`src/rtl/sddr_pkg.sv`:
```
// Shared constants, state encoding and helpers for the DDR3 power-up sequencer.
// SDDR_INIT_ZQCL_EN adds the ZQ calibration states to the state set.
package sddr_pkg;

    localparam logic [15:0] SDDR_REG_RESET = 16'h0000;
    localparam logic [15:0] SDDR_REG_CMD   = 16'h0004;
    localparam logic [15:0] SDDR_REG_ADDR  = 16'h0008;

    localparam logic [3:0] SDDR_CMD_MRS  = 4'b0000;
    localparam logic [3:0] SDDR_CMD_ZQCL = 4'b0110;
    localparam logic [3:0] SDDR_CMD_NOP  = 4'b0111;

    localparam int SDDR_RST_RESETN_BIT     = 0;
    localparam int SDDR_RST_CLK_EN_BIT     = 1;
    localparam int SDDR_RST_BYPASS_OFF_BIT = 3;
    localparam int SDDR_RST_ODT_BIT        = 4;
    localparam int SDDR_RST_CKE_BIT        = 5;

    localparam logic [31:0] SDDR_RST_LO_WORD = 32'h0;
    localparam logic [31:0] SDDR_RST_HI_WORD =
        32'((1 << SDDR_RST_RESETN_BIT) | (1 << SDDR_RST_CLK_EN_BIT));
    localparam logic [31:0] SDDR_CKE_WORD =
        SDDR_RST_HI_WORD | 32'(1 << SDDR_RST_CKE_BIT);
    localparam logic [31:0] SDDR_FIN_WORD =
        SDDR_CKE_WORD | 32'(1 << SDDR_RST_BYPASS_OFF_BIT);

    localparam logic [15:0] SDDR_ZQ_ADDR_A10 = 16'h0400;

    typedef enum logic [3:0] {
        ST_IDLE     = 4'd0,
        ST_RST_LO   = 4'd1,
        ST_WAIT_RST = 4'd2,
        ST_RST_HI   = 4'd3,
        ST_WAIT_CKE = 4'd4,
        ST_CKE_ON   = 4'd5,
        ST_WAIT_XPR = 4'd6,
        ST_MRS_ADDR = 4'd7,
        ST_MRS_CMD  = 4'd8,
        ST_WAIT_MRD = 4'd9,
`ifdef SDDR_INIT_ZQCL_EN
        ST_ZQ_ADDR  = 4'd10,
        ST_ZQ_CMD   = 4'd11,
        ST_WAIT_ZQ  = 4'd12,
`endif
        ST_FINISH   = 4'd13,
        ST_DONE     = 4'd14
    } init_state_t;

    function automatic logic is_write_state(init_state_t s);
        return s inside {ST_RST_LO, ST_RST_HI, ST_CKE_ON,
                         ST_MRS_ADDR, ST_MRS_CMD,
`ifdef SDDR_INIT_ZQCL_EN
                         ST_ZQ_ADDR, ST_ZQ_CMD,
`endif
                         ST_FINISH};
    endfunction

    function automatic logic is_wait_state(init_state_t s);
        return s inside {ST_WAIT_RST, ST_WAIT_CKE,
`ifdef SDDR_INIT_ZQCL_EN
                         ST_WAIT_ZQ,
`endif
                         ST_WAIT_XPR, ST_WAIT_MRD};
    endfunction

    // JEDEC load order is MR2, MR3, MR1, MR0
    function automatic logic [2:0] mr_bank(logic [1:0] idx);
        logic [2:0] ba;
        case (idx)
            2'd0:    ba = 3'd2;
            2'd1:    ba = 3'd3;
            2'd2:    ba = 3'd1;
            default: ba = 3'd0;
        endcase
        return ba;
    endfunction

endpackage

```
`src/rtl/sddr_init_seq_if.sv`:
```
// Register-write bus between a requester and the DDR controller ctrl_cmd port.
// master drives the request, slave returns the ack.
interface sddr_init_seq_if;

    logic        valid;
    logic [15:0] address;
    logic [31:0] data;
    logic        write;
    logic        ack;

    modport master (
        output valid,
        output address,
        output data,
        output write,
        input  ack
    );

    modport slave (
        input  valid,
        input  address,
        input  data,
        input  write,
        output ack
    );

endinterface

```
`src/rtl/sddr_init_seq_wait_timer.sv`:
```
// Loadable down-counter shared by all WAIT_* states of the init sequencer.
// Counts down to zero and holds there until reloaded.
module sddr_wait_timer #(
    parameter int WAIT_BITS = 17
) (
    input  logic                 clk_i,
    input  logic                 rst_i,
    input  logic                 load_i,
    input  logic [WAIT_BITS-1:0] load_val_i,
    output logic [WAIT_BITS-1:0] value_o,
    output logic                 expired_o
);

    logic [WAIT_BITS-1:0] cnt_q;
    logic [WAIT_BITS-1:0] cnt_d;

    always_comb begin
        cnt_d = cnt_q;
        if (load_i) begin
            cnt_d = load_val_i;
        end else if (cnt_q != '0) begin
            cnt_d = cnt_q - WAIT_BITS'(1);
        end
    end

    always_ff @(posedge clk_i or posedge rst_i) begin
        if (rst_i) begin
            cnt_q <= '0;
        end else begin
            cnt_q <= cnt_d;
        end
    end

    assign value_o   = cnt_q;
    assign expired_o = (cnt_q == '0);

endmodule

```
`src/rtl/sddr_init_seq.sv`:
```
// DDR3 power-up sequencer owning the controller register port while busy.
// Define SDDR_INIT_ZQCL_EN to issue ZQCL and wait tZQinit before finishing.
module sddr_init_seq
    import sddr_pkg::*;
#(
    parameter int          WAIT_BITS    = 17,
    parameter int          T_RESET_CYC  = 20000,
    parameter int          T_CKE_CYC    = 50000,
    parameter int          T_XPR_CYC    = 27,
    parameter int          T_MRD_CYC    = 4,
    parameter int          T_ZQINIT_CYC = 512,
    parameter logic [15:0] MR0          = 16'h0520,
    parameter logic [15:0] MR1          = 16'h0004,
    parameter logic [15:0] MR2          = 16'h0000,
    parameter logic [15:0] MR3          = 16'h0000,
    parameter logic        ODT_EN_FINAL = 1'b0
) (
    input  logic           cpu_clock_i,
    input  logic           reset_i,
    input  logic           start_i,
    output logic           busy_o,
    output logic           done_o,
    sddr_init_seq_if.slave  cpu_cmd,
    sddr_init_seq_if.master ctrl_cmd
);

    localparam logic [31:0] FIN_WORD =
        SDDR_FIN_WORD | (32'(ODT_EN_FINAL) << SDDR_RST_ODT_BIT);

    init_state_t state_q, state_d;
    logic [2:0]  mr_cnt_q, mr_cnt_d;
    logic        seq_valid_q, seq_valid_d;
    logic        seq_write_q, seq_write_d;
    logic [15:0] seq_addr_q, seq_addr_d;
    logic [31:0] seq_data_q, seq_data_d;

    logic                 tmr_load;
    logic [WAIT_BITS-1:0] tmr_val;
    logic [WAIT_BITS-1:0] tmr_value;
    logic                 tmr_expired;
    logic                 wait_done;
    logic                 ack;

    function automatic logic [31:0] mrs_word(logic [1:0] idx);
        logic [2:0]  ba;
        logic [15:0] mr;
        ba = mr_bank(idx);
        case (ba)
            3'd0:    mr = MR0;
            3'd1:    mr = MR1;
            3'd2:    mr = MR2;
            default: mr = MR3;
        endcase
        return {ba, 13'b0, mr};
    endfunction

    assign ack       = ctrl_cmd.ack;
    assign wait_done = tmr_expired | (tmr_value == WAIT_BITS'(1));

    always_comb begin
        state_d  = state_q;
        mr_cnt_d = mr_cnt_q;
        unique case (state_q)
            ST_IDLE, ST_DONE: begin
                if (start_i) begin
                    state_d  = ST_RST_LO;
                    mr_cnt_d = 3'd0;
                end
            end
            ST_RST_LO:   if (ack) state_d = ST_WAIT_RST;
            ST_WAIT_RST: if (wait_done) state_d = ST_RST_HI;
            ST_RST_HI:   if (ack) state_d = ST_WAIT_CKE;
            ST_WAIT_CKE: if (wait_done) state_d = ST_CKE_ON;
            ST_CKE_ON:   if (ack) state_d = ST_WAIT_XPR;
            ST_WAIT_XPR: if (wait_done) state_d = ST_MRS_ADDR;
            ST_MRS_ADDR: if (ack) state_d = ST_MRS_CMD;
            ST_MRS_CMD: begin
                if (ack) begin
                    state_d  = ST_WAIT_MRD;
                    mr_cnt_d = mr_cnt_q + 3'd1;
                end
            end
            ST_WAIT_MRD: begin
                if (wait_done) begin
                    if (mr_cnt_q == 3'd4) begin
`ifdef SDDR_INIT_ZQCL_EN
                        state_d = ST_ZQ_ADDR;
`else
                        state_d = ST_FINISH;
`endif
                    end else begin
                        state_d = ST_MRS_ADDR;
                    end
                end
            end
`ifdef SDDR_INIT_ZQCL_EN
            ST_ZQ_ADDR:  if (ack) state_d = ST_ZQ_CMD;
            ST_ZQ_CMD:   if (ack) state_d = ST_WAIT_ZQ;
            ST_WAIT_ZQ:  if (wait_done) state_d = ST_FINISH;
`endif
            ST_FINISH:   if (ack) state_d = ST_DONE;
            default:     state_d = ST_IDLE;
        endcase
    end

    // Bus registers follow the state being entered, so a write is on the
    // port for the whole time its state is held.
    always_comb begin
        seq_valid_d = is_write_state(state_d);
        seq_write_d = is_write_state(state_d);
        seq_addr_d  = seq_addr_q;
        seq_data_d  = seq_data_q;
        case (state_d)
            ST_RST_LO: begin
                seq_addr_d = SDDR_REG_RESET;
                seq_data_d = SDDR_RST_LO_WORD;
            end
            ST_RST_HI: begin
                seq_addr_d = SDDR_REG_RESET;
                seq_data_d = SDDR_RST_HI_WORD;
            end
            ST_CKE_ON: begin
                seq_addr_d = SDDR_REG_RESET;
                seq_data_d = SDDR_CKE_WORD;
            end
            ST_MRS_ADDR: begin
                seq_addr_d = SDDR_REG_ADDR;
                seq_data_d = mrs_word(mr_cnt_q[1:0]);
            end
            ST_MRS_CMD: begin
                seq_addr_d = SDDR_REG_CMD;
                seq_data_d = {28'b0, SDDR_CMD_MRS};
            end
`ifdef SDDR_INIT_ZQCL_EN
            ST_ZQ_ADDR: begin
                seq_addr_d = SDDR_REG_ADDR;
                seq_data_d = {16'b0, SDDR_ZQ_ADDR_A10};
            end
            ST_ZQ_CMD: begin
                seq_addr_d = SDDR_REG_CMD;
                seq_data_d = {28'b0, SDDR_CMD_ZQCL};
            end
`endif
            ST_FINISH: begin
                seq_addr_d = SDDR_REG_RESET;
                seq_data_d = FIN_WORD;
            end
            default: ;
        endcase
    end

    assign tmr_load = (state_d != state_q) && is_wait_state(state_d);

    always_comb begin
        case (state_d)
            ST_WAIT_RST: tmr_val = WAIT_BITS'(T_RESET_CYC);
            ST_WAIT_CKE: tmr_val = WAIT_BITS'(T_CKE_CYC);
            ST_WAIT_XPR: tmr_val = WAIT_BITS'(T_XPR_CYC);
            ST_WAIT_MRD: tmr_val = WAIT_BITS'(T_MRD_CYC);
            default:     tmr_val = WAIT_BITS'(T_ZQINIT_CYC);
        endcase
    end

    sddr_wait_timer #(
        .WAIT_BITS (WAIT_BITS)
    ) u_timer (
        .clk_i      (cpu_clock_i),
        .rst_i      (reset_i),
        .load_i     (tmr_load),
        .load_val_i (tmr_val),
        .value_o    (tmr_value),
        .expired_o  (tmr_expired)
    );

    always_ff @(posedge cpu_clock_i or posedge reset_i) begin
        if (reset_i) begin
            state_q     <= ST_IDLE;
            mr_cnt_q    <= 3'd0;
            seq_valid_q <= 1'b0;
            seq_write_q <= 1'b0;
            seq_addr_q  <= 16'h0;
            seq_data_q  <= 32'h0;
        end else begin
            state_q     <= state_d;
            mr_cnt_q    <= mr_cnt_d;
            seq_valid_q <= seq_valid_d;
            seq_write_q <= seq_write_d;
            seq_addr_q  <= seq_addr_d;
            seq_data_q  <= seq_data_d;
        end
    end

    assign busy_o = !(state_q inside {ST_IDLE, ST_DONE});
    assign done_o = (state_q == ST_DONE);

    assign ctrl_cmd.valid   = busy_o ? seq_valid_q : cpu_cmd.valid;
    assign ctrl_cmd.address = busy_o ? seq_addr_q  : cpu_cmd.address;
    assign ctrl_cmd.data    = busy_o ? seq_data_q  : cpu_cmd.data;
    assign ctrl_cmd.write   = busy_o ? seq_write_q : cpu_cmd.write;
    assign cpu_cmd.ack      = busy_o ? 1'b0 : ctrl_cmd.ack;

endmodule

```
`src/flat_wrapper.sv`:
```
// flat-port wrapper written by rule: the top's interface ports become plain ports
module sddr_init_seq_flat import sddr_pkg::*;
#(
    parameter int          WAIT_BITS    = 17,
    parameter int          T_RESET_CYC  = 20000,
    parameter int          T_CKE_CYC    = 50000,
    parameter int          T_XPR_CYC    = 27,
    parameter int          T_MRD_CYC    = 4,
    parameter int          T_ZQINIT_CYC = 512,
    parameter logic [15:0] MR0          = 16'h0520,
    parameter logic [15:0] MR1          = 16'h0004,
    parameter logic [15:0] MR2          = 16'h0000,
    parameter logic [15:0] MR3          = 16'h0000,
    parameter logic        ODT_EN_FINAL = 1'b0
)
  (cpu_clock_i, reset_i, start_i, busy_o, done_o, cpu_cmd_valid, cpu_cmd_address, cpu_cmd_data, cpu_cmd_write, cpu_cmd_ack, ctrl_cmd_valid, ctrl_cmd_address, ctrl_cmd_data, ctrl_cmd_write, ctrl_cmd_ack);
  sddr_init_seq_if cpu_cmd_i ();
  sddr_init_seq_if ctrl_cmd_i ();
  input  logic cpu_clock_i;
  input  logic reset_i;
  input  logic start_i;
  output logic busy_o;
  output logic done_o;
  input wire logic [$bits(cpu_cmd_i.valid)-1:0] cpu_cmd_valid;
  input wire logic [$bits(cpu_cmd_i.address)-1:0] cpu_cmd_address;
  input wire logic [$bits(cpu_cmd_i.data)-1:0] cpu_cmd_data;
  input wire logic [$bits(cpu_cmd_i.write)-1:0] cpu_cmd_write;
  output wire logic [$bits(cpu_cmd_i.ack)-1:0] cpu_cmd_ack;
  output wire logic [$bits(ctrl_cmd_i.valid)-1:0] ctrl_cmd_valid;
  output wire logic [$bits(ctrl_cmd_i.address)-1:0] ctrl_cmd_address;
  output wire logic [$bits(ctrl_cmd_i.data)-1:0] ctrl_cmd_data;
  output wire logic [$bits(ctrl_cmd_i.write)-1:0] ctrl_cmd_write;
  input wire logic [$bits(ctrl_cmd_i.ack)-1:0] ctrl_cmd_ack;
  assign cpu_cmd_i.valid = cpu_cmd_valid;
  assign cpu_cmd_i.address = cpu_cmd_address;
  assign cpu_cmd_i.data = cpu_cmd_data;
  assign cpu_cmd_i.write = cpu_cmd_write;
  assign cpu_cmd_ack = cpu_cmd_i.ack;
  assign ctrl_cmd_valid = ctrl_cmd_i.valid;
  assign ctrl_cmd_address = ctrl_cmd_i.address;
  assign ctrl_cmd_data = ctrl_cmd_i.data;
  assign ctrl_cmd_write = ctrl_cmd_i.write;
  assign ctrl_cmd_i.ack = ctrl_cmd_ack;
  sddr_init_seq #(.WAIT_BITS(WAIT_BITS), .T_RESET_CYC(T_RESET_CYC), .T_CKE_CYC(T_CKE_CYC), .T_XPR_CYC(T_XPR_CYC), .T_MRD_CYC(T_MRD_CYC), .T_ZQINIT_CYC(T_ZQINIT_CYC), .MR0(MR0), .MR1(MR1), .MR2(MR2), .MR3(MR3), .ODT_EN_FINAL(ODT_EN_FINAL)) u_core (.cpu_clock_i(cpu_clock_i), .reset_i(reset_i), .start_i(start_i), .busy_o(busy_o), .done_o(done_o), .cpu_cmd(cpu_cmd_i), .ctrl_cmd(ctrl_cmd_i));
endmodule
```
`config.mk`:
```
export PLATFORM = sky130hd
export DESIGN_NAME = sddr_init_seq_flat
export DESIGN_NICKNAME = d
export VERILOG_FILES = /design/src/rtl/sddr_pkg.sv /design/src/rtl/sddr_init_seq_if.sv /design/src/rtl/sddr_init_seq_wait_timer.sv /design/src/rtl/sddr_init_seq.sv /design/src/flat_wrapper.sv
export SDC_FILE = /design/constraint.sdc
export NUM_CORES = 1
export LEC_CHECK = 0
export ABC_AREA = 0
export CAP_MARGIN = 40
export CORE_MARGIN = 4
export CORE_UTILIZATION = 40
export DETAILED_ROUTE_END_ITERATION = 16
export GPL_ROUTABILITY_DRIVEN = 0
export GPL_TIMING_DRIVEN = 0
export PLACE_DENSITY_LB_ADDON = 0.1
export SLEW_MARGIN = 20
export SYNTH_ARGS = -nofsm -noshare
export SYNTH_HDL_FRONTEND = slang
export SYNTH_HIERARCHICAL = 1
export SYNTH_SLANG_ARGS = --single-unit
```
`constraint.sdc`:
```
create_clock -name cpu_clock_i -period 3.2 [get_ports cpu_clock_i]
set_input_delay 0.64 -clock cpu_clock_i [delete_from_list [all_inputs] [get_ports cpu_clock_i]]
set_output_delay 0.64 -clock cpu_clock_i [all_outputs]
set_load 0.02 [all_outputs]
```
Word-level counts from Yosys, hierarchy flattened. Cells that the tools add are included.

RAM bits: 0. Word-level logic and storage cells: 85. Input bits: 54. ROM bits: 0. Register bits: 73. Latch bits: 0. Memories kept: 0. Output and inout port bits: 53.

Eq/ne operators: 29. Add/sub/neg operators: 2. Div/mod/pow operators: 0. Multipliers: 0. Shift operators: 0. Multiplexer cells: 29. Order comparisons: 0. Bitwise logic cells: 1. Reduce and logical (&&, ||, !) cells: 18.

Operators by type and width (number): $pmux W32 S5 (1); $pmux W16 S4 (1); $mux W4 (12); $pmux W16 S3 (1); $pmux W4 S11 (1); $mux W17 (2); $eq A4 B3 Y1 const B (8); $mux W32 (1); $eq A4 B4 Y1 const B (7); $pmux W11 S2 (1); $eq A17 B1 Y1 const B (1); $logic_not A17 Y1 (1); $reduce_bool A17 Y1 (1); $sub A17 B1 Y17 const B (1); $eq A4 B2 Y1 const B (4); $mux W16 (1); $mux W3 (3); $eq A4 B1 Y1 const B (2); $pmux W2 S3 (1); $pmux W3 S2 (1); $reduce_bool A2 Y1 (3); $reduce_bool A6 Y1 (1); $reduce_bool A5 Y1 (1); $logic_not A4 Y1 (1); 18 further kinds (22).

Logic depth before layout (Yosys ltp). Gate-level depths: netlist of run 1.

Depth in word-level cells: 9. Depth in mapped cells: 15. Gate-level depth less buffers: 13.

By module. Netlist of run 1, hierarchy kept.

Modules (own cells, without submodules): sddr_init_seq (instances 1, cells each 205, seq. area each 425.4 sq um, area each 1637.8 sq um); sddr_wait_timer (instances 1, cells each 110, seq. area each 425.4 sq um, area each 993.5 sq um).

Worst setup path before layout of run 1. No wires, ideal clock.

Path type: flip-flop to flip-flop. From: register u_core.u_timer.cnt_q[0], in the netlist u_core/u_timer/value_o[0]. To: register u_core.u_timer.cnt_q[7], in the netlist u_core/u_timer/value_o[7]. Required time: 3055 ps. Setup time: 145 ps. Buffers on the path: 3. Clock period less this slack: 3414 ps. Slack: -214 ps. Arrival: 3269 ps. Stages on the path, launching flop included: 13. Cells stage by stage: dfrtp_1 > inv_1 > ha_1 > or3b_2 > clkbuf_1 > nor4_1 > a21boi_0 > a22o_1 > or2_2 > o31ai_1 > clkbuf_1 > clkbuf_1 > o31ai_1.

Word-level cells in the longest chain between the ends: 8. Elaborated cells between the ends (all ways): 20. Classes of those cells: 1 x add/sub; 6 x eq/ne; 7 x mux; 1 x bitwise; 5 x reduce/logical.

Ends and longest elaborated chain: from (decl) (line sddr_init_seq_wait_timer.sv:14) `logic [WAIT_BITS-1:0] cnt_q;`; from (signal assigned) (line sddr_init_seq_wait_timer.sv:30) `cnt_q <= cnt_d;`; $logic_not A17 Y1 (*) (line sddr_init_seq_wait_timer.sv:35) `assign expired_o = (cnt_q == '0);`; via u_core.tmr_expired (line sddr_init_seq.sv:40) `logic tmr_expired;`; $or A1 B1 Y1 (*) (line sddr_init_seq.sv:58) `assign wait_done = tmr_expired | (tmr_value == WAIT_BITS'(1));`; $mux W4, on equally long branches; $pmux W4 S11 (*) (line sddr_init_seq.sv:63) `unique case (state_q)`; $eq A4 B2 Y1 (tied with other cells) (line sddr_pkg.sv:59) `return s inside {ST_WAIT_RST, ST_WAIT_CKE,`; $reduce_bool A4 Y1 (line sddr_pkg.sv:59); $logic_and A1 B1 Y1 (*) (line sddr_init_seq.sv:152) `assign tmr_load = (state_d != state_q) && is_wait_state(state_d);`; via u_core.tmr_load (line sddr_init_seq.sv:37) `logic tmr_load;`; $mux W17 or $reduce_bool A2 Y1 (tied branches).

Mark *: on every way through the listed nets, which the timed path passes. The rest lies on a longest branch. The select of a mux whose other input is x is not followed. A chain may end at the register's enable or synchronous reset.

Worst setup path in the final report of run 1.
From: register u_core.state_q[1]. To: output port ctrl_cmd_data[7].

Word-level cells in the longest chain between the ends: 3. Elaborated cells between the ends (all ways): 4. Classes of those cells: 1 x eq/ne; 1 x mux; 2 x reduce/logical.

Ends and longest elaborated chain: from (decl) (line sddr_init_seq.sv:30) `init_state_t state_q, state_d;`; from (signal assigned) (line sddr_init_seq.sv:184) `state_q <= state_d;`; $eq A4 B4 Y1 or $logic_not A4 Y1 (tied branches) (line sddr_init_seq.sv:193) `assign busy_o = !(state_q inside {ST_IDLE, ST_DONE});`; $reduce_bool A2 Y1 (*) (line sddr_init_seq.sv:193); $mux W32 (*) (line sddr_init_seq.sv:198) `assign ctrl_cmd.data = busy_o ? seq_data_q : cpu_cmd.data;`; to (decl) (line flat_wrapper.sv:31) `output wire logic [$bits(ctrl_cmd_i.data)-1:0] ctrl_cmd_data;`.

Every way passes the cells marked *; elsewhere a longest branch is shown, timed or not.

==> out/qor.txt, run 1 <==
Status -> finished clean
First-pass GRT wire length -> 12300 um
Critical path arrival -> 2450 ps
Worst-path cell chain -> buf_6 > or3_4 > a21oi_4 > clkbuf_2 > and2_1 > clkdlybuf4s50_1
Peak supply drop -> 0.514 mV
WP buf/inv -> 3
Syn Inst Count -> 315
Clock group share of total power -> 9.2%
Synth warnings -> 6
Final WL -> 7770 um
Psw -> 1.98 mW
Root Buffer Master -> clkbuf_8
Ports -> 107
Sequential area share after synthesis -> 32.3%
Yosys cell types -> 65
Total number of vias -> 2749
Vias in the first global route -> 2612
Antenna violations before repair -> 0
DRT iter0 DRCs -> 144
Num CTS Buffers -> 5
Ant diodes -> 0
HP Class -> reg -> reg
Most frequent cells in the layout -> 93 x clkdlybuf4s50_1, 38 x and2_1, 37 x nand2_1, 32 x dfrtp_1, 17 x nor2_1
P_int -> 2.24 mW
GRT Overall Usage -> 19.6%
Pins over their slew limit -> 0
Placed inst area -> 3810 um^2
Power Density -> 1030 nW/um^2
CTS tree -> yes
Crit-path leading delay family -> buffers and inverters
Routed Antenna Nets -> 0
CP max-delay cell -> clkdlybuf4s50_1
Site row count -> 29
Final hold vios -> 0
Initial core utilization -> 41.2%
Post-DP HPWL -> 5940 um
FFs w/ async S/R, synth -> 100%
Static leakage -> 1.73 nW
Share of the synthesized area in the top cell type -> 32.3%
Met2 Use GR -> 32.3%
DRC -> 0
Post-route cell area -> 4090 um^2
Die ar. -> 7940 um^2
# nets final -> 502
Fin cells -> 520
Crit-path max FO -> 10
Clock Sinks -> 34
Die height -> 89.1 um
Least-Margin Pin Slew -> 861 ps
FMAX -> 323 MHz
Comb pwr share -> 71.6%
Ranking of synthesized cells by area -> dfrtp_1 32%, and2_1 9.0%, nand2_1 5.3%
Layout overhead on the synthesized area -> 55.3%
Clock transition at the registers of the reported paths -> 70 ps
M1 GR Usage -> 25.1%
# hold bufs at CTS -> 0
Core Util, Final -> 64.0%
Post-synth top flop -> dfrtp_1
Worst Clk Skew -> 6.67 ps
Drt via density -> 5.29
Endpoints failing setup -> 0
Final cycle utilization of the critical path -> 96.7%
Post-synth EDFFs -> 0
Critical Path Sink Type -> primary output
Synth Register Bits -> 34
Largest net degree at the start of global routing -> 18
Core ar. -> 6390 um^2
H-tree depth -> 2
Post-synth top area cell -> dfrtp_1
Switching share of power -> 46.9%
Final min period -> 3090 ps
CP required -> 2560 ps
Placed cell count -> 501
Hold_ws -> 526 ps
Proportion of layout cells with a drive suffix above 1 -> 17.2%
Gr busiest metal -> met2
RSZ-0062 raised after global routing -> true
Worst Setup Start Kind -> register
Worst-skew pair later-pin latency -> 290 ps
Rel. slew slack -> 42.0%
Clk buf depth -> 2
Crit Path Category -> reg -> out
Max_cap viols -> 0
Synthesized cell area -> 2630 um^2
Tot Pwr -> 4.22 mW
Die width -> 89.1 um
Commonest non-fill, non-tap cell in the layout -> clkdlybuf4s50_1
DR pass1 iterations -> 4
CP peak stage delay -> 610 ps
Sequential share of power -> 19.3%
GRT overflow -> 0
WL per Instance -> 14.9 um
Syn_area_per_cell -> 8.35 um^2
Port bufs -> 106
Met3 usage -> 5.71%
-- metal layers --
metal / wire (um) / part of all wire (%)
met5: 0 / 0
met4: 112 / 1.4
met3: 863 / 11
met2: 3450 / 44
met1: 3350 / 43
-- power groups by stage --
stage | clock network, mW | logic, mW | registers (mW)
after detailed placement | 0 | 2.79 | 0.807
final | 0.387 | 3.02 | 0.813
after global placement | 0 | 2.76 | 0.803
after CTS | 0.400 | 2.82 | 0.805
after floorplan | 0 | 1.84 | 0.755
after global routing | 0.411 | 3.31 | 0.845
-- cells in the mapped netlist, drive strengths merged (3+ instances only) --
library cell   n
nand2         39
a21oi         14
a31oi          3
nor4           8
and2          39
or3            4
nor3           9
inv           14
buf            6
xnor2          9
nand3          7
nand2b         6
nor2          21
o21ai          9
o21a           3
nor2b          3
ha             6
a21boi         3
o31ai         14
clkbuf        12
or4            5
a22oi          5
mux2           7
o2bb2ai        3
dfrtp         34
-- flip-flops by register name (all words and copies together), names as in the netlist --
register / count
u_core/mr_cnt_q: 3
u_core/seq_addr_q: 2
u_core/seq_data_q: 7
u_core/seq_write_q: 1
u_core/state_q: 4
u_core/u_timer/value_o: 17
-- worst paths after layout --
| path | start | endpoint | slack (ps) | cells past startpoint |
|---|---|---|---|---|
| min reg2reg | u_core/seq_data_q[2] | u_core/seq_data_q[2] | 530 | 1 |
| min in group asynchronous | reset_i | u_core/u_timer/value_o[3] | 770 | 2 |
| max | u_core/state_q[1] | ctrl_cmd_data[7] | 110 | 6 |
| max in group asynchronous | reset_i | u_core/mr_cnt_q[1] | 1960 | 2 |
| min | u_core/seq_data_q[2] | u_core/seq_data_q[2] | 530 | 1 |
| max reg2reg | u_core/u_timer/value_o[4] | u_core/u_timer/value_o[15] | 150 | 13 |
-- stage by stage --
stage                     setup TNS, ps  setup WS, ps
after global routing              -48.7         -26.2
after global placement            -6770          -350
after CTS                             0          3.05
final                                 0           107
after detailed placement          -7440          -392
after floorplan                       0           103
-- what timing repair did --
action / CTS / global route
endpoints found under the setup margin: 40 / 43
setup buffers: 2 / 10
gates resized for setup: 22 / 33
pin swaps: 2 / 5
-- final cells by class --
type / count / area (um^2)
Tap cell: 77 / 96.3
Clock inverter: 3 / 40.0
Buffer: 17 / 124
Multi-Input combinational cell: 250 / 1670
Sequential cell: 34 / 853
Inverter: 16 / 86.3
Fill cell: 546 / 2300
Timing Repair Buffer: 118 / 1150
Clock buffer: 5 / 68.8
-- kinds of logic (layout without fill, tap and decap cells) --
group	after synthesis	after routing	share of synthesized area (%)
AOI/OAI and AO/OA	73	73	20.7
muxes	7	7	3.00
xor gates and xnor gates	10	10	3.33
buffers and inverters	34	159	6.28
other	1	4	0.143
adders and majority gates	6	6	2.85
and+or+nand+nor	150	150	31.3
DFF	34	34	32.3
Note: power is estimated with default switching activity, not from simulation.
==> inputs of run 2 (changes only) <==
- clock period: 3.2 -> 2.5 ns (I/O delays scaled with it)
==> run 2 against run 1 <==
Compared with the run above: combinational power up 64%; register-to-register slack worse by 490 ps; clock-buffer cell count unchanged; first-iteration DRC count down 13%; sequential power up 25%; global-route usage up 1.5 points; highest routed layer unchanged; the run now ends with setup timing left; design area up 7.5%; largest power group unchanged; non-clock buffer count up 29; critical endpoint is now u_core/u_timer/value_o[9]; flip-flop and latch count unchanged.
==> out/qor.txt, run 2 (synthesized netlist as in run 1, its figures left out) <==
Hold depth -> 1 (unchanged)
Worst-skew pair later-pin latency -> 290 ps (about the same)
Least-Margin Pin Slew -> 719 ps (-142 ps)
Final WL -> 9010 um (+16%)
Root Buffer Master -> clkbuf_8
Final min period -> 2840 ps
Drt via density -> 5.30 (+0.24%)
First-pass GRT wire length -> 13100 um (+6.5%)
HP Class -> reg -> reg
DR pass1 iterations -> 4 (unchanged)
PnR worst setup slack -> -336 ps (-443 ps)
Commonest non-fill, non-tap cell in the layout -> clkdlybuf4s50_1
Most frequent cells in the layout -> 54 x clkdlybuf4s50_1, 44 x buf_4, 38 x and2_1, 33 x buf_2, 32 x dfrtp_1
Crit Path Category -> reg -> reg
Rel. slew slack -> 52.0% (+9.9 points)
Endpoints failing setup -> 29 (+29)
Total number of vias -> 2904 (+5.6%)
Initial core utilization -> 41.2% (unchanged)
Power Density -> 1450 nW/um^2 (+40%)
GRT overflow -> 0 (unchanged)
Critical Path Sink Type -> register
Clock Sinks -> 34 (unchanged)
DP Worst Slack -> -695 ps (-303 ps)
Crit-path max FO -> 8 (-2)
Ant diodes -> 0 (unchanged)
DRT iter0 DRCs -> 125 (-13%)
Clock transition at the registers of the reported paths -> 70 ps (about the same)
Largest net degree at the start of global routing -> 18 (unchanged)
FMAX -> 353 MHz
CTS tree -> yes
Status -> complete, but fails checks
Max_cap viols -> 0 (unchanged)
RSZ-0062 raised after global routing -> true
Layout overhead on the synthesized area -> 67.0%
Vias in the first global route -> 2679 (+2.6%)
Peak supply drop -> 0.814 mV (+58%)
Routed Antenna Nets -> 0 (unchanged)
Final cycle utilization of the critical path -> 113%
Die ar. -> 7940 um^2 (unchanged)
GRT Overall Usage -> 21.1% (+1.5 points)
CP required -> 2690 ps (+130 ps)
Core Util, Final -> 68.8% (+4.8 points)
Worst Setup Start Kind -> register
Failing checks -> setup timing
Pins over their slew limit -> 0 (unchanged)
Core ar. -> 6390 um^2 (unchanged)
DRC -> 0 (unchanged)
Port bufs -> 106 (unchanged)
WL per Instance -> 16.4 um (+10%)
Worst Clk Skew -> 10.0 ps (+3.37 ps)
Final hold vios -> 0 (unchanged)
Post-DP HPWL -> 6140 um (+3.3%)
Static leakage -> 1.98 nW (+14%)
H-tree depth -> 2 (unchanged)
Reg2Reg Depth -> 11 (-2)
Tot Pwr -> 6.37 mW (+51%)
Setup TNS Final -> -5990 ps (-5990 ps)
Ports -> 107 (unchanged)
Clk buf depth -> 2 (unchanged)
Num CTS Buffers -> 5 (unchanged)
Max FFs per register -> 17 (unchanged)
Site row count -> 29 (unchanged)
Antenna violations before repair -> 0 (unchanged)
Proportion of layout cells with a drive suffix above 1 -> 38.9% (+22 points)
Die width -> 89.1 um (unchanged)
Die height -> 89.1 um (unchanged)
# nets final -> 531 (+5.8%)
Critical path arrival -> 3030 ps (+580 ps)
## run 2: changes by cell type in the layout (fill, tap and decap cells not counted), sizes merged
| cell | change |
|---|---|
| buf | +81 |
| bufinv | -1 |
| clkbuf | -1 |
| clkdlybuf4s50 | -39 |
| clkinvlp | -1 |
| dlygate4sd2 | -9 |
| dlymetal6s2s | -3 |
| inv | +1 |
## run 2: final cells by class
class	count	area, um^2
Inverter	16	92.6
Buffer	16	161
Fill cell	498	1990
Multi-Input combinational cell	250	1870
Sequential cell	34	853
Timing Repair Buffer	148	1240
Tap cell	77	96.3
Clock buffer	5	68.8
Clock inverter	2	10.0
## run 2: path summary, 6_finish.rpt
check	start	endpoint	slack [ps]
setup reg to reg	u_core/u_timer/value_o[7]	u_core/u_timer/value_o[9]	-340
max in group asynchronous	reset_i	u_core/u_timer/value_o[4]	1360
hold / removal	u_core/seq_data_q[29]	u_core/seq_data_q[29]	530
hold reg to reg	u_core/seq_data_q[29]	u_core/seq_data_q[29]	530
setup / recovery	u_core/u_timer/value_o[7]	u_core/u_timer/value_o[9]	-340
min in group asynchronous	reset_i	u_core/u_timer/value_o[14]	640
## run 2: critical path, cell delays in order (launching register included)
cell and delay (ps):
dfrtp_1 390, or4_4 540, buf_8 140, nor4_4 350
a21boi_1 120, a22o_1 260, or2_4 260, o31ai_4 200
buf_8 190, clkbuf_8 160, nand2_2 50, o31ai_1 70
## run 2: what timing repair did
| action | 4_1_cts | 5_1_grt |
|---|---|---|
| pin swaps | 12 | 18 |
| gates resized for setup | 245 | 81 |
| hold endpoints to repair | 0 | 0 |
| cloned | 2 | 0 |
| hold buffers | 0 | 0 |
| endpoints found under the setup margin | 78 | 61 |
| setup buffers | 25 | 15 |
## run 2: power breakdown
part	switching [mW]	internal [mW]
registers	0.238	0.782
logic	2.56	2.39
clock network	0.208	0.187
total	3.01	3.36
## run 2: per-layer routing
metal	GRT usage [%]	wire (um)	vias to the layer above
met3	4.70	724	12
met4	6.22	108	0
met2	36.4	4450	110
met1	26.3	3730	1359
li1	-	-	1423
met5	0	0	-
## run 2: through the flow
step	area [um^2]	std cells	hold slack [ps]
floorplan	2720	318	426
global placement	3870	501	508
detailed placement	3880	502	504
CTS	4220	535	529
global route	4390	548	563
finish	4390	548	532
==> inputs of run 3 (changes only) <==
- CORE_ASPECT_RATIO: unset -> 1.5
- CORE_MARGIN: 4 -> 3
==> run 3 against run 2 <==
Compared with the run above: the run still ends with setup timing left; register-to-register slack worse by 190 ps; clock-buffer cell count grew 2; maximum frequency is 6.3% lower; global-route usage increased by 2.9 points; flip-flop and latch count stayed put; critical path depth up 2; sequential power about the same; clock power down 2%; utilization grew 4.2 points.
==> out/qor.txt, run 3 (synthesized netlist as in run 1, its figures left out) <==
Reg2Reg Depth -> 13 (+2)
DRC -> 0 (unchanged)
Crit-path leading delay family -> simple AND/OR/NAND/NOR gates
Total number of vias -> 2984 (+2.8%)
HP Class -> reg -> reg
Post-DP HPWL -> 6410 um (+4.4%)
Status -> complete, but fails checks
Peak supply drop -> 1.44 mV (+77%)
GRT overflow -> 0 (unchanged)
DRT iter0 DRCs -> 151 (+21%)
Largest net degree at the start of global routing -> 18 (unchanged)
Static leakage -> 2.02 nW (+2.3%)
Least-Margin Pin Slew -> 707 ps (-12.3 ps)
Endpoints failing setup -> 33 (+14%)
Worst-skew pair later-pin latency -> 280 ps (about the same)
Most used cell, CP -> buf_8
Rel. slew slack -> 52.8% (+0.82 points)
RSZ-0062 raised after global routing -> true
Routed Antenna Nets -> 0 (unchanged)
Die height -> 105 um (+18%)
Final min period -> 3030 ps (+190 ps)
Proportion of layout cells with a drive suffix above 1 -> 41.9% (+3.1 points)
Critical Path Sink Type -> register
Commonest non-fill, non-tap cell in the layout -> clkdlybuf4s50_1
Final cycle utilization of the critical path -> 121% (+7.6 points)
Antenna violations before repair -> 0 (unchanged)
Fill cell count -> 489 (-1.8%)
CP peak stage delay -> 510 ps (-30 ps)
Max FFs per register -> 17 (unchanged)
GRT Overall Usage -> 24.0% (+2.9 points)
Die width -> 72.2 um (-19%)
Failing checks -> setup timing
Hold depth -> 1 (unchanged)
Final WL -> 9490 um (+5.3%)
Pins over their slew limit -> 0 (unchanged)
Clk buf depth -> 2 (unchanged)
Setup TNS Final -> -11010 ps (-5020 ps)
H-tree depth -> 2 (unchanged)
Die ar. -> 7610 um^2 (-4.2%)
FF+latch area -> 853 um^2 (unchanged)
# hold bufs at CTS -> 0 (unchanged)
DR pass1 iterations -> 4 (unchanged)
Drt via density -> 5.49 (+3.5%)
Root Buffer Master -> clkbuf_8
First-pass GRT wire length -> 14600 um (+12%)
Vias in the first global route -> 2954 (+10%)
# nets final -> 530 (-0.19%)
Clock transition at the registers of the reported paths -> 70 ps (about the same)
Worst-path cell chain -> or4_4 > buf_8 > nor4_4 > a21oi_2 > o21a_1 > buf_6 > inv_6 > a21oi_2 > o31ai_4 > buf_8 > buf_8 > nand2_2 > o31ai_2
Worst Setup Start Kind -> register
Core ar. -> 6260 um^2 (-1.9%)
CP max-delay cell -> or4_4
Initial core utilization -> 42.0% (+0.82 points)
Critical path arrival -> 3210 ps (+180 ps)
FMAX -> 330 MHz (-6.3%)
PnR worst setup slack -> -526 ps (-190 ps)
DP Worst Slack -> -765 ps (-70.2 ps)
Ant diodes -> 0 (unchanged)
Worst Clk Skew -> 1.47 ps (-8.58 ps)
Final hold vios -> 0 (unchanged)
Site row count -> 35 (+21%)
WP buf/inv -> 5 (+2)
Crit-path max FO -> 10 (+2)
CTS tree -> yes
Most frequent cells in the layout -> 54 x clkdlybuf4s50_1, 42 x buf_6, 32 x and2_1, 32 x dfrtp_1, 30 x buf_4
Levels on crit path -> 13 (+2)
Num CTS Buffers -> 5 (unchanged)
Port bufs -> 106 (unchanged)
Power Density -> 1470 nW/um^2 (+1.7%)
Crit Path Category -> reg -> reg
Clock Sinks -> 34 (unchanged)
Max_cap viols -> 0 (unchanged)
Ports -> 107 (unchanged)
WL per Instance -> 17.4 um (+6.1%)
Area occupied by multi-input gates -> 1940 um^2 (+4.0%)
CP required -> 2680 ps (about the same)
Layout overhead on the synthesized area -> 73.7%
## run 3: cell types whose count changed in the layout (fill, tap and decap cells not counted), sizes merged
cell and change:
buf +3, clkinv -2, clkbuf -2
## run 3: where the power goes
group | total, mW | internal (mW) | switching (mW)
Clock | 0.387 | 0.192 | 0.195
Sequential | 1.04 | 0.783 | 0.253
Combinational | 5.32 | 2.60 | 2.72
## run 3: final cells by class
| class | count | area share (%) |
|---|---|---|
| multi-input cells | 250 | 42.5 |
| well taps | 74 | 2.03 |
| flip-flops and latches | 34 | 18.7 |
| inverters | 16 | 1.97 |
| repair buffers | 149 | 30.0 |
| plain buffers | 14 | 3.15 |
| clock buffers | 7 | 1.67 |
## run 3: what timing repair did
item | 4_1_cts | 5_1_grt
pin swaps | 19 | 21
gates cloned | 3 | 0
buffers inserted | 28 | 13
gates resized for setup | 269 | 119
setup endpoints to repair | 79 | 44
## run 3: metrics by stage
step,hold slack [ps],instance area [um^2],util [%],power (mW),std cells
after floorplan,426,2720,-,3.47,318
after global placement,497,3870,61.8,4.71,498
after detailed placement,501,3870,61.9,4.77,499
after CTS,523,4220,67.3,5.85,535
after global routing,562,4570,73.0,7.16,544
final,529,4570,73.0,6.74,544
## run 3: path summary, 6_finish.rpt
path	from	to	slack (ps)
setup / recovery	u_core/u_timer/value_o[5]	u_core/u_timer/value_o[5]	-530
hold / removal	u_core/seq_data_q[2]	u_core/seq_data_q[2]	530
setup reg to reg	u_core/u_timer/value_o[5]	u_core/u_timer/value_o[5]	-530
hold reg to reg	u_core/seq_data_q[2]	u_core/seq_data_q[2]	530
max in group asynchronous	reset_i	u_core/u_timer/value_o[4]	1360
min in group asynchronous	reset_i	u_core/seq_write_q	640
## run 3: per-layer routing
metal | track usage [%] | up-vias | wire length (um) | share of wire [%]
li1 | - | 1421 | - | -
met1 | 25.3 | 1393 | 3310 | 35
met2 | 44.3 | 142 | 5130 | 54
met3 | 5.06 | 28 | 670 | 7.1
met4 | 10.5 | 0 | 372 | 3.9
met5 | 0 | - | 0 | 0
